## src/rtl/jedro_1_ifu.sv

```systemverilog
// ---------------------------------------------------------------------------
// jedro_1_ifu -- instruction fetch unit for the jedro_1 core.
//
// Sits between the synchronous instruction ROM (one cycle read latency) and
// the decoder. It issues word-aligned fetch addresses and buffers each
// returned word together with its PC in a small prefetch FIFO. The FIFO head
// is presented to the decoder over a valid/ready handshake. A redirect pulse
// flushes the FIFO and restarts fetch at the new target.
//
// Ports
//   clk_i              core clock, all state on posedge
//   rstn_i             asynchronous active-low reset
//   instr_mem_addr_o   fetch byte address (ROM uses bits [ADDR_WIDTH-1:2])
//   instr_mem_rdata_i  ROM word, valid one cycle after the address
//   instr_o            FIFO head instruction
//   pc_o               FIFO head PC
//   instr_valid_o      FIFO head is valid
//   decoder_ready_i    decoder accepts the head this cycle
//   jmp_instr_i        single-cycle redirect request
//   jmp_addr_i         redirect target (bits [1:0] ignored)
// ---------------------------------------------------------------------------
module jedro_1_ifu #(
  parameter int unsigned                DATA_WIDTH = 32,
  parameter int unsigned                ADDR_WIDTH = 32,
  parameter logic [ADDR_WIDTH-1:0]      BOOT_ADDR  = '0,
  parameter int unsigned                DEPTH      = 2
) (
  input  logic                  clk_i,
  input  logic                  rstn_i,
  output logic [ADDR_WIDTH-1:0] instr_mem_addr_o,
  input  logic [DATA_WIDTH-1:0] instr_mem_rdata_i,
  output logic [DATA_WIDTH-1:0] instr_o,
  output logic [ADDR_WIDTH-1:0] pc_o,
  output logic                  instr_valid_o,
  input  logic                  decoder_ready_i,
  input  logic                  jmp_instr_i,
  input  logic [ADDR_WIDTH-1:0] jmp_addr_i
);

  localparam int unsigned PW = $clog2(DEPTH);
  localparam int unsigned CW = PW + 1;

  typedef enum logic {IDLE, RUN} state_t;

  state_t                 state_reg, state_next;
  logic [ADDR_WIDTH-1:0]  fetch_pc_reg;
  logic [ADDR_WIDTH-1:0]  issued_pc_reg;
  logic                   inflight_reg;
  logic                   squash_reg;
  logic [CW-1:0]          count_reg;
  logic [PW-1:0]          wr_ptr_reg;
  logic [PW-1:0]          rd_ptr_reg;
  logic [DATA_WIDTH-1:0]  instr_last_reg;
  logic [ADDR_WIDTH-1:0]  pc_last_reg;

  logic [DATA_WIDTH-1:0]  instr_mem [DEPTH];
  logic [ADDR_WIDTH-1:0]  pc_mem    [DEPTH];

  logic                   pop;
  logic                   push;
  logic                   issue;
  logic [CW-1:0]          occupancy;
  logic                   jmp_addr_unused;

  // Low target bits are forced to zero, so they are intentionally dropped.
  assign jmp_addr_unused = ^jmp_addr_i[1:0];

  // ---------------------------------------------------------------------
  // Control FSM: one idle cycle after reset release, then run forever.
  // ---------------------------------------------------------------------
  always_ff @(posedge clk_i or negedge rstn_i) begin
    if (!rstn_i) state_reg <= IDLE;
    else         state_reg <= state_next;
  end

  always_comb begin
    state_next = state_reg;
    if (state_reg == IDLE) state_next = RUN;
  end

  // ---------------------------------------------------------------------
  // Handshake and issue decisions.
  // A redirect cycle never pops (the shown entry is wrong-path) and never
  // issues (the old fetch_pc is wrong-path too).
  // ---------------------------------------------------------------------
  assign pop  = instr_valid_o & decoder_ready_i & ~jmp_instr_i;
  assign push = inflight_reg & ~squash_reg & ~jmp_instr_i;

  // Slots that will be committed after this cycle: stored entries plus the
  // response in flight, minus the entry leaving now.
  assign occupancy = count_reg + CW'(inflight_reg) - CW'(pop);
  assign issue     = (state_reg == RUN) & ~jmp_instr_i & (occupancy < CW'(DEPTH));

  assign instr_mem_addr_o = fetch_pc_reg;

  always_ff @(posedge clk_i or negedge rstn_i) begin
    if (!rstn_i) begin
      fetch_pc_reg  <= BOOT_ADDR;
      issued_pc_reg <= BOOT_ADDR;
      inflight_reg  <= 1'b0;
      squash_reg    <= 1'b0;
    end else begin
      inflight_reg <= issue;
      // A response caught by a redirect is discarded; the guard only lives
      // for the cycle right after the redirect.
      squash_reg   <= jmp_instr_i & inflight_reg;
      if (jmp_instr_i) begin
        fetch_pc_reg <= {jmp_addr_i[ADDR_WIDTH-1:2], 2'b00};
      end else if (issue) begin
        fetch_pc_reg  <= fetch_pc_reg + ADDR_WIDTH'(4);
        issued_pc_reg <= fetch_pc_reg;
      end
    end
  end

  // ---------------------------------------------------------------------
  // Prefetch FIFO storage, one register pair per entry.
  // ---------------------------------------------------------------------
  generate
    for (genvar gi = 0; gi < DEPTH; gi++) begin : g_entry
      logic [DATA_WIDTH-1:0] instr_q;
      logic [ADDR_WIDTH-1:0] pc_q;

      always_ff @(posedge clk_i or negedge rstn_i) begin
        if (!rstn_i) begin
          instr_q <= '0;
          pc_q    <= '0;
        end else if (push && (wr_ptr_reg == PW'(gi))) begin
          instr_q <= instr_mem_rdata_i;
          pc_q    <= issued_pc_reg;
        end
      end

      assign instr_mem[gi] = instr_q;
      assign pc_mem[gi]    = pc_q;
    end
  endgenerate

  always_ff @(posedge clk_i or negedge rstn_i) begin
    if (!rstn_i) begin
      count_reg      <= '0;
      wr_ptr_reg     <= '0;
      rd_ptr_reg     <= '0;
      instr_last_reg <= '0;
      pc_last_reg    <= '0;
    end else begin
      if (pop) begin
        instr_last_reg <= instr_mem[rd_ptr_reg];
        pc_last_reg    <= pc_mem[rd_ptr_reg];
      end
      if (jmp_instr_i) begin
        count_reg  <= '0;
        wr_ptr_reg <= '0;
        rd_ptr_reg <= '0;
      end else begin
        if (push) wr_ptr_reg <= wr_ptr_reg + PW'(1);
        if (pop)  rd_ptr_reg <= rd_ptr_reg + PW'(1);
        count_reg <= count_reg + CW'(push) - CW'(pop);
      end
    end
  end

  // When empty the outputs hold the last consumed entry; there is no
  // path from the ROM data straight to the decoder.
  assign instr_valid_o = (count_reg != '0);
  assign instr_o       = instr_valid_o ? instr_mem[rd_ptr_reg] : instr_last_reg;
  assign pc_o          = instr_valid_o ? pc_mem[rd_ptr_reg]    : pc_last_reg;

endmodule

```

## config.mk

```make
export PLATFORM = sky130hd
export DESIGN_NAME = jedro_1_ifu
export DESIGN_NICKNAME = d
export VERILOG_FILES = /design/src/rtl/jedro_1_ifu.sv
export SDC_FILE = /design/constraint.sdc
export NUM_CORES = 1
export LEC_CHECK = 0
export CAP_MARGIN = 25
export CELL_PAD_IN_SITES_DETAIL_PLACEMENT = 0
export CELL_PAD_IN_SITES_GLOBAL_PLACEMENT = 1
export CORE_UTILIZATION = 47
export DETAILED_ROUTE_END_ITERATION = 10
export GPL_TIMING_DRIVEN = 0
export PLACE_DENSITY = 0.82
export REMOVE_ABC_BUFFERS = 1
export SYNTH_ARGS = -nofsm -noshare
export SYNTH_HDL_FRONTEND = slang
export SYNTH_SLANG_ARGS = --single-unit
```

## constraint.sdc

```tcl
create_clock -name clk_i -period 5.05 [get_ports clk_i]
set_input_delay 0.7575 -clock clk_i [delete_from_list [all_inputs] [get_ports clk_i]]
set_output_delay 0.7575 -clock clk_i [all_outputs]
set_load 0.005 [all_outputs]
```

After elaboration in Yosys (flattened, before gate mapping):

Cells that the tools add are included.

* logic and storage cells: 56
* flip-flop bits (word level): 263
* output and inout port bits: 97

* bitwise gates (word level): 11
* add/subtract/negate cells: 7
* $lt $le $gt $ge: 2
* reductions and logical operators: 7
* multiplexer cells: 15

Operators with widths (count)
* two-way mux 32 bit: 10
* adder 32 x 3 -> 32 bit (second input constant): 1
* nonzero test 2 bit: 4
* AND 1 bit: 7
* adder 2 x 1 -> 2 bit: 2
* two-way mux 1 bit: 4
* subtractor 2 x 1 -> 2 bit: 2
* NOT 1 bit: 3
* adder 1 bit (second input constant): 2
* >= comparator 2 bit (second input constant): 1
* logical AND 1 bit: 2
* less-than comparator 2 bit (second input constant): 1
* two-way mux 2 bit: 1
* NOT 1 -> 2 bit: 1
* AND reduction 2 bit: 1

Longest topological paths before layout:

* depth after elaboration: 8
* depth in mapped cells: 10
* mapped depth without buffers: 8

Worst setup path before layout:

No wires, ideal clock.

* path type: input port to flip-flop
* start: in jmp_instr_i
* end: reg count_reg[0]
* stages: 7
* arrival: 2164 ps
* setup time: 131 ps
* slack: 2755 ps
* buffers on the path: 2
* path through: clkbuf_1 nor2_1 clkbuf_1 ha_1 inv_1 ha_1 nor2b_1

* word-level cells in the longest chain between the ends: 5
* elaborated cells between the ends (all ways): 6
* those cells by class: add/sub: 2; mux: 1; bitwise: 3

RTL lines
* start: declaration: RTL line 36 `input logic jmp_instr_i,`
* NOT 1 bit (no line)
* AND 1 bit: RTL line 87 `assign push = inflight_reg & ~squash_reg & ~jmp_instr_i;`
* adder 2 x 1 -> 2 bit: RTL line 158 `count_reg <= count_reg + CW'(push) - CW'(pop);`
* subtractor 2 x 1 -> 2 bit: RTL line 158
* two-way mux 2 bit *: RTL line 151 `if (jmp_instr_i) begin`
* end signal: assignment: RTL line 158
* end: declaration: RTL line 50 `logic [CW-1:0] count_reg;`

Every way passes the cells marked *; elsewhere a longest branch is shown, timed or not.
A chain may end at the register's enable or synchronous reset.

Worst setup path in the final report:

* start: reg count_reg[1]
* end: out pc_o[17]

* word-level cells in the longest chain between the ends: 2

RTL lines
* nonzero test 2 bit: RTL line 165 `assign instr_valid_o = (count_reg != '0);`
* two-way mux 32 bit: RTL line 167 `assign pc_o = instr_valid_o ? pc_mem[rd_ptr_reg] : pc_last_reg;`
* end: declaration: RTL line 33 `output logic [ADDR_WIDTH-1:0] pc_o,`

Every way passes these cells.

==> impl_metrics.csv <==
group,metric,value,unit
setup_path,critPathRequiredTime,4.29,ns
timing,final_critical_path_required_period,3.47,ns
clock_tree,cts_max_level,1,
clock_tree,clk_latency,0.53,ns
job,drv.max_cap_violation_count,0,
placement,count_of_buffers_inserted_at_the_top_level_ports,158,
timing,hold_ws,0.136,ns
yosys,yosys_warnings,0,
clock_tree,clockRootBuffer,"sky130_fd_sc_hd__clkbuf_16",
timing,timing.slew.headroom,32.3,%
layout,layout_commonest_cell,"sky130_fd_sc_hd__dfrtp_1",
yosys,mapped_cell_area,0.0113,sq mm
layout,largest_reg_flops,64,
timing,maximum_achievable_frequency,288,MHz
clock_tree,num_cts_buffers,28,
hold_path,holdCritPathClass,"input port to async pin",
power_and_ir_drop,powerDensity,502,mW/mm^2
timing,slew_viol_final,0,
layout,antenna_cells_inserted,0,
yosys,synth_seq_cells,253,
clock_tree,clock_sinks,253,
routing,drt_pre_antenna_iters,4,
yosys,synth_cell_type_count,42,
setup_path,crit_path_cell_trace,"or2_4 > buf_16 > nor2_1 > a21oi_1 > clkdlybuf4s50_1",
layout,stdcell_count,1442,
clock_tree,cts_repair_resize_count,0,
layout,most_frequent_cells_in_the_layout,"sky130_fd_sc_hd__dfrtp_1, sky130_fd_sc_hd__mux2_2, sky130_fd_sc_hd__clkdlybuf4s50_1",
power_and_ir_drop,irDropWorstVdd,243,uV
timing,clock_skew,0.00700,ns
power_and_ir_drop,p_leak,0.00584,uW
grt,grtUsageTotal,20.5,%
die,fp_rows,56,
layout,area_growth_syn_to_layout,25.7,%
timing,tightest_pin_transition,1.01,ns
routing,antenna_left,0,
grt,first_global_vias,7492,
timing,hold_viol,0,
routing,finalWirelength,24500,um
grt,grt_start_max_net_pins,106,
routing,detailedRoute.firstIterationViolations,354,
clock_tree,count_of_hold_fix_buffers_inserted_at_cts,0,
routing,drt-vias-per-instance,5.25,
timing,final-setup-viol-count,0,
layout,drive_gt1_share,21.4,%
yosys,syn-mean-instance-area,11.8,sq um
placement,dpl.hpwl,15400,um
timing,setup_repair_after_global_routing_missed_its_margin,"false",
setup_path,timing.critical_path.slowest_stage_cell,"sky130_fd_sc_hd__or2_4",
setup_path,critical_path_class,"flop to output port",
die,initial_core_util,48.1,%
die,design.core.area,0.0235,sq mm
die,fp.dieArea,0.0247,sq mm
grt,grt_pass1_wl,40000,um
yosys,synth-main-ff-cell,"sky130_fd_sc_hd__dfrtp_1",
clock_tree,cts.reportedPaths.clkPinSlew,0.06,ns
placement,place_inst,1389,
setup_path,crit_path_start_kind,"flop",
routing,vias,7570,
placement,routabilityCongestion,0.706,
yosys,synth-async-reset-ratio,100,%
die,ios,165,
layout,final_nets,1172,
yosys,postSynthCellCount,963,
die,chip_width,157,um
grt,grt_antenna_before_repair,0,
yosys,ys_seq_area_share,55.9,%
setup_path,cpLargestDelayFamily,"buffers and inverters",
clock_tree,cts_tree,"done",
die,die_height,157,um
yosys,synth-edff-count,0,
routing,detail_route.wl_per_cell,17.0,um
clock_tree,clock_path_buffers,3,
setup_path,crit_fanout,75,
setup_path,crit_path_max_incr_delay,0.58,ns
setup_path,cp.arrival,2.71,ns
timing,period_share,68.7,%
clock_tree,cts_setup_buffers,0,
grt,grt_overflow,0,
setup_path,critical_path.n_buffers_inverters,2,
run_status,status,"completed",
power_and_ir_drop,design_power_total,7150,uW
routing,remaining_drcs,0,
setup_path,worst_setup_path_end_kind,"output port",
## kinds of logic (layout without fill, tap and decap cells)
logic type	Yosys count	count (layout)	share of synthesized area (%)
AO/OA/AOI/OAI	152	152	6.88
other	2	5	0.0663
XOR/XNOR	31	31	2.40
flip-flops	253	253	55.9
multiplexers	223	223	21.5
adder cells (fa/ha/maj)	3	3	0.331
buffers and inverters	70	227	3.06
AND/OR/NAND/NOR	229	229	9.95
## cell usage after synthesis (all sizes together) (7+ instances only)
cell,instances,share of area (%)
a21oi,125,5.5
buf,46,2.3
clkbuf,21,0.70
dfrtp,253,56
mux2,159,16
mux2i,64,5.7
nand2,37,1.2
nand3,7,0.31
nand4,7,0.50
nor2,132,4.4
nor4,15,1.4
o21ai,24,1.1
xnor2,24,1.9
xor2,7,0.54
## metrics by stage
step	setup slack, ns	setup TNS, ns	area [sq um]	utilization [%]
floorplan	-1.78	-73.67	11000	-
global placement	-7.69	-2553.12	13000	55.2
detailed placement	1.73	0	13300	56.6
CTS	1.54	0	14200	60.5
global route	1.39	0	14200	60.5
finish	1.58	0	14200	60.5
## layout make-up
| cell class | instances | area (sq um) |
|---|---|---|
| Inverter | 3 | 11.3 |
| Clock buffer | 40 | 817 |
| Fill cell | 2008 | 9290 |
| Tap cell | 319 | 399 |
| Timing Repair Buffer | 172 | 1900 |
| Clock inverter | 12 | 91.3 |
| Sequential cell | 253 | 6330 |
| Multi-Input combinational cell | 643 | 4690 |
## power breakdown
group,internal (uW),switching [uW],leakage [uW],total (uW)
Combinational,1260,842,0.00231,2100
Sequential,2690,375,0.00307,3070
Clock,1170,803,0.000454,1980
## path summary, 6_finish.rpt
check,from,end,slack (ns),depth (start not counted)
max,count_reg[1],pc_o[17],1.58,5
min,rstn_i,instr_last_reg[16],0.14,1
max reg2reg,count_reg[1],count_reg[0],1.99,8
min reg2reg,g_entry[1].pc_q[25],g_entry[1].pc_q[25],0.50,1
max in group asynchronous,rstn_i,issued_pc_reg[3],4.03,2
min in group clk_i,g_entry[1].pc_q[25],g_entry[1].pc_q[25],0.50,1
## per-layer routing
metal | share of wire, % | vias to the layer above | GRT usage (%)
li1 | - | 3645 | -
met5 | 0 | - | 0
met1 | 47 | 3746 | 28.5
met4 | 1.7 | 0 | 4.35
met2 | 47 | 147 | 33.6
met3 | 5.0 | 32 | 3.63
Power figures use the tool's default switching activity.
